### config.mk
export PLATFORM = sky130hd
export DESIGN_NAME = cnu_serial
export DESIGN_NICKNAME = d
export VERILOG_FILES = /design/src/rtl/cnu_serial.sv
export SDC_FILE = /design/constraint.sdc
export NUM_CORES = 1
export LEC_CHECK = 0
export ABC_AREA = 1
export CAP_MARGIN = 10
export CORE_MARGIN = 1
export CORE_UTILIZATION = 50
export CTS_CLUSTER_DIAMETER = 100
export DETAILED_ROUTE_END_ITERATION = 6
export MAX_ROUTING_LAYER = met4
export PLACE_DENSITY = 0.81
export SYNTH_ARGS = -nofsm -noshare
export SYNTH_HDL_FRONTEND = slang
export SYNTH_SLANG_ARGS = --single-unit
### constraint.sdc
create_clock -name clk -period 1.9 [get_ports clk]
set_input_delay 0.475 -clock clk [delete_from_list [all_inputs] [get_ports clk]]
set_output_delay 0.475 -clock clk [all_outputs]
set_load 0.03 [all_outputs]
### src/rtl/cnu_serial.sv
// Serial min-sum check node unit: collects DC variable-to-check messages, then
// emits DC check-to-variable messages in edge order, plus the parity syndrome.
module cnu_serial #(
   parameter int unsigned DC    = 6,
   parameter int unsigned IN_W  = 6,
   parameter int unsigned OUT_W = 5
) (
   input  logic                        clk,
   input  logic                        rst_n,
   input  logic                        in_valid,
   output logic                        in_ready,
   input  logic [IN_W-1:0]             in_msg,
   output logic                        out_valid,
   input  logic                        out_ready,
   output logic [OUT_W-1:0]            out_msg,
   output logic [$clog2(DC)-1:0]       out_idx,
   output logic                        out_last,
   output logic                        syndrome
);

   localparam int unsigned IDX_W = $clog2(DC);
   localparam int unsigned MAG_W = OUT_W - 1;
   localparam logic [MAG_W-1:0] MAG_MAX  = '1;
   localparam logic [IDX_W-1:0] LAST_IDX = IDX_W'(DC - 1);

   localparam logic [0:0] COLLECT = 1'b0;
   localparam logic [0:0] EMIT    = 1'b1;

   logic [0:0]       state_q, state_d;
   logic [IDX_W-1:0] k_q, j_q, min_idx_q;
   logic [MAG_W-1:0] min1_q, min2_q;
   logic             sgn_all_q;
   logic [DC-1:0]    sign_q;

   logic             accept, emit_hs, in_sign, out_sign;
   logic [IN_W-1:0]  abs_in;
   logic [MAG_W-1:0] mag_in, mag_out;
   logic [OUT_W-1:0] mag_ext;

   // Next-state decode
   always_comb begin
      state_d = state_q;
      accept  = 1'b0;
      emit_hs = 1'b0;
      case (state_q)
         COLLECT: begin
            accept = in_valid;
            if (in_valid && (k_q == LAST_IDX)) state_d = EMIT;
         end
         EMIT: begin
            emit_hs = out_ready;
            if (out_ready && (j_q == LAST_IDX)) state_d = COLLECT;
         end
         default: state_d = COLLECT;
      endcase
   end

   always_ff @(posedge clk or negedge rst_n) begin
      if (!rst_n) state_q <= COLLECT;
      else        state_q <= state_d;
   end

   // Input magnitude, saturated; the most negative input also lands on MAG_MAX
   always_comb begin
      in_sign = in_msg[IN_W-1];
      abs_in  = in_sign ? (~in_msg + IN_W'(1)) : in_msg;
      mag_in  = (abs_in > IN_W'(MAG_MAX)) ? MAG_MAX : abs_in[MAG_W-1:0];
   end

   always_ff @(posedge clk or negedge rst_n) begin
      if (!rst_n) begin
         k_q       <= '0;
         j_q       <= '0;
         min1_q    <= MAG_MAX;
         min2_q    <= MAG_MAX;
         min_idx_q <= '0;
         sgn_all_q <= 1'b0;
         sign_q    <= '0;
         syndrome  <= 1'b0;
      end else begin
         if (accept) begin
            sign_q[k_q] <= in_sign;
            sgn_all_q   <= sgn_all_q ^ in_sign;
            if (mag_in < min1_q) begin
               min2_q    <= min1_q;
               min1_q    <= mag_in;
               min_idx_q <= k_q;
            end else if (mag_in < min2_q) begin
               min2_q <= mag_in;
            end
            if (k_q == LAST_IDX) begin
               k_q      <= '0;
               syndrome <= sgn_all_q ^ in_sign;
            end else begin
               k_q <= k_q + IDX_W'(1);
            end
         end
         // Clearing the accumulators on the final output prepares the next set
         if (emit_hs) begin
            if (j_q == LAST_IDX) begin
               j_q       <= '0;
               min1_q    <= MAG_MAX;
               min2_q    <= MAG_MAX;
               min_idx_q <= '0;
               sgn_all_q <= 1'b0;
               sign_q    <= '0;
            end else begin
               j_q <= j_q + IDX_W'(1);
            end
         end
      end
   end

   // Output decode from registered state only
   always_comb begin
      mag_out  = (j_q == min_idx_q) ? min2_q : min1_q;
      out_sign = sgn_all_q ^ sign_q[j_q];
      mag_ext  = OUT_W'(mag_out);
   end

   assign in_ready  = (state_q == COLLECT);
   assign out_valid = (state_q == EMIT);
   assign out_idx   = (state_q == EMIT) ? j_q : '0;
   assign out_last  = (state_q == EMIT) && (j_q == LAST_IDX);
   assign out_msg   = (state_q != EMIT) ? '0 :
                      out_sign ? (~mag_ext + OUT_W'(1)) : mag_ext;

endmodule

==> flow_metrics.py <==
metrics = {
    "cells_and_area": {
        "drive_gt1_share_pct": 59.7,
        "syn_to_final_growth_pct": 69.2,
        "nets": 339,
        "seq_area_sq_um": 662,
        "finalNonFillerCells": 366,
        "final_common_cell": "buf_4",
        "design_area_sq_um": 3130,
        "final_cell_mix": "58 x buf_4, 22 x inv_1, 22 x nand2_1",
        "fill_cells": 127,
        "multi_input_area_sq_um": 1440,
        "antennaDiodeCount": 0,
    },
    "global_routing": {
        "antenna_found_initial": 0,
        "grt.overflow.total": 0,
        "grt_max_degree": 27,
        "grt_pass1_vias": 2221,
        "grt_pass1_wl_um": 10700,
        "grt_use_total_pct": 36.5,
    },
    "power_and_ir_drop": {
        "clkPwrFrac_pct": 7.0,
        "combPwrFrac_pct": 74.9,
        "net-switching-power_mw": 3.46,
        "pwr-share-seq_pct": 18.1,
        "p_total_mw": 6.82,
        "p_sw_share_pct": 50.7,
        "peakVddDrop_v": 0.00106,
        "leakagePower_nw": 1.45,
        "p_int_mw": 3.36,
        "p_per_area_nw_per_um2": 2180,
    },
    "sta": {
        "relSlewSlack_pct": 70.6,
        "min_period_ps": 2540,
        "finalWorstSetupSlack_ps": -641,
        "grt_setup_unrepaired": "yes",
        "worst_clock_skew_ps": 2.79,
        "fin_crit_sh_pct": 134,
        "hold_violations": 0,
        "tns_ps": -4630,
        "max_freq_mhz": 394,
        "worst_pin_slew_ps": 440,
        "setup_viol_count_final": 16,
        "slew_viol_final": 0,
    },
    "detailed_routing": {
        "firstDrtPassIters": 6,
        "routed_wl_um": 8010,
        "ant_nets": 0,
        "vias_per_cell": 6.24,
        "routedWlPerCell_um": 21.9,
        "drtIter0Drc": 204,
        "vias": 2285,
        "drc": 0,
    },
    "worst_hold_path": {
        "hp-class": "input port to asynchronous set/reset pin",
    },
    "place": {
        "io_buffer_count": 21,
        "dpl.cell_count": 346,
        "gp_congestion": 0.885,
        "placed_area_sq_um": 2620,
        "dp_hpwl_um": 3740,
    },
    "floorplan": {
        "fp.dieW_um": 62.8,
        "rows": 21,
        "dieArea_sq_um": 3940,
        "dieHeight_um": 62.8,
        "io_pins": 22,
        "core-area_sq_um": 3440,
        "start_util_pct": 53.7,
    },
    "setup_path": {
        "path_class": "flip-flop to output port",
        "crit_path_end_kind": "output port",
        "crit_chain": "buf_6 > inv_2 > o21ai_2 > o22ai_2 > nand2_2 > nand2_4 > xor2_4 > inv_2 > a21oi_2 > nor2_4 > buf_6",
        "required_ps": 1420,
        "crit_buf_inv": 4,
        "path_delay_family": "flip-flops",
        "slowest_stage": "dfrtp_1",
        "r2r_cells": 9,
        "cp.arrival_ps": 2070,
        "crit_fanout": 5,
        "start_kind": "flip-flop",
        "path_depth": 11,
        "crit_path_max_incr_delay_ps": 440,
    },
    "logic_synthesis": {
        "postSynthAreaPerCell_sq_um": 7.89,
        "yosysWarnings": 0,
        "synth.area.top_cells": "dfrtp_1 24%, dfstp_2 11%, nand2_1 8.1%",
        "syn_inst": 234,
        "yosys.area.top_type_share_pct": 24.4,
        "yosysSeqAreaShare_pct": 35.8,
        "synth_nets": 252,
        "synth.distinct_cells": 36,
        "syn_area_sq_um": 1850,
        "synth-seq-cells": 26,
        "synth_top_area_cell": "dfrtp_1",
    },
    "cts": {
        "cts_max_level": 1,
        "cts_buffers": 3,
        "cts_tree": "yes",
        "path_clk_slew_ps": 100,
        "clkSinkCount": 26,
        "insertion_delay_ps": 280,
        "cts-root-buf": "clkbuf_8",
        "cts_buffer_depth": 2,
    },
    "flow_run": {
        "cap_violations": 0,
    },
    "outcome": {
        "failed_checks": "setup timing",
        "outcome": "finished, violations left",
    },
}
==> power groups by stage <==
stage / Sequential (mW) / Clock (mW) / Combinational [mW]
after CTS: 1.16 / 0.475 / 4.21
after floorplan: 1.12 / 0 / 2.42
after detailed placement: 1.15 / 0 / 3.57
after global routing: 1.24 / 0.506 / 5.35
final: 1.23 / 0.480 / 5.11
after global placement: 1.13 / 0 / 3.45
==> synth_stat cells, drive strengths merged <==
cell and instances:
a21oi 24, nand2 47, a311oi 3, a211oi 1, nand3 15, o22ai 4
xnor2 5, o21a 1, clkinv 1, nor2 25, o21bai 3, ha 8
dfstp 8, o21ai 23, dfrtp 18, xor2 3, inv 36, nor3 4
buf 3, nand4 2
==> worst register-to-register path, cell delays in order (launching register included) <==
cell     delay [ps]
dfstp_2         590
inv_1           120
ha_4            270
a21oi_4         140
inv_2            70
nor2_4          240
buf_4           160
buf_6           100
a21oi_2          60
o21ai_2          80
==> per-layer routing <==
layer / up-vias / routed length (um) / global-route usage, %
met3: 72 / 727 / 6.57
met5: - / 0 / -
met2: 187 / 3880 / 57.7
met4: 0 / 569 / 22.7
li1: 949 / - / -
met1: 1077 / 2830 / 43.0
==> cells by family (layout without fill, tap and decap cells) <==
logic type	count (synthesis)	in the layout	share of synthesized area (%)
xor+xnor	8	8	6.23
fa+ha+maj	8	8	5.42
flops	26	26	35.8
buf+inv	40	125	9.21
compound gates	59	59	19.4
simple gates	93	94	24.0
==> what timing repair did <==
action / 4_1_cts / 5_1_grt
setup endpoints to repair: 20 / 17
cloned: 1 / 0
resized for setup: 65 / 47
setup buffers: 10 / 8
endpoints found under the hold margin: 0 / 0
pin swaps: 27 / 23
hold buffers: 0 / 0
==> through the flow <==
step                      utilization, %  setup slack [ps]  hold slack (ps)
final                               90.8              -641              557
after detailed placement            76.2              -889              499
after CTS                           85.3              -579              522
after global placement              76.2              -799              467
after floorplan                        -              -225              179
after global routing                90.8              -733              567
==> sequential cells by signal, summed over array words and instances, names as in the netlist <==
signal / count
j_q: 3
min_idx_q: 3
min1_q: 4
out_valid: 1
sign_q: 6
sgn_all_q: 1
syndrome: 1
k_q: 3
min2_q: 4
==> final timing paths <==
| check | start | to | slack [ps] |
|---|---|---|---|
| min in group clk | min2_q[2] | min2_q[2] | 570 |
| max in group asynchronous | rst_n | min2_q[0] | 1040 |
| worst min-delay path | rst_n | sign_q[0] | 560 |
| worst max register to register | min1_q[3] | min1_q[3] | -10 |
| worst min register to register | min2_q[2] | min2_q[2] | 570 |
| worst max-delay path | j_q[1] | out_msg[3] | -640 |
==> area by class of cell <==
| cell class | count | area share, % |
|---|---|---|
| tap | 46 | 1.84 |
| clock buffer | 3 | 1.32 |
| multi-input combinational | 169 | 46.2 |
| inverter | 37 | 5.84 |
| sequential | 26 | 21.2 |
| timing repair buffer | 84 | 22.7 |
| clock inverter | 1 | 0.961 |
No activity file was read; power rests on OpenSTA's default activity.
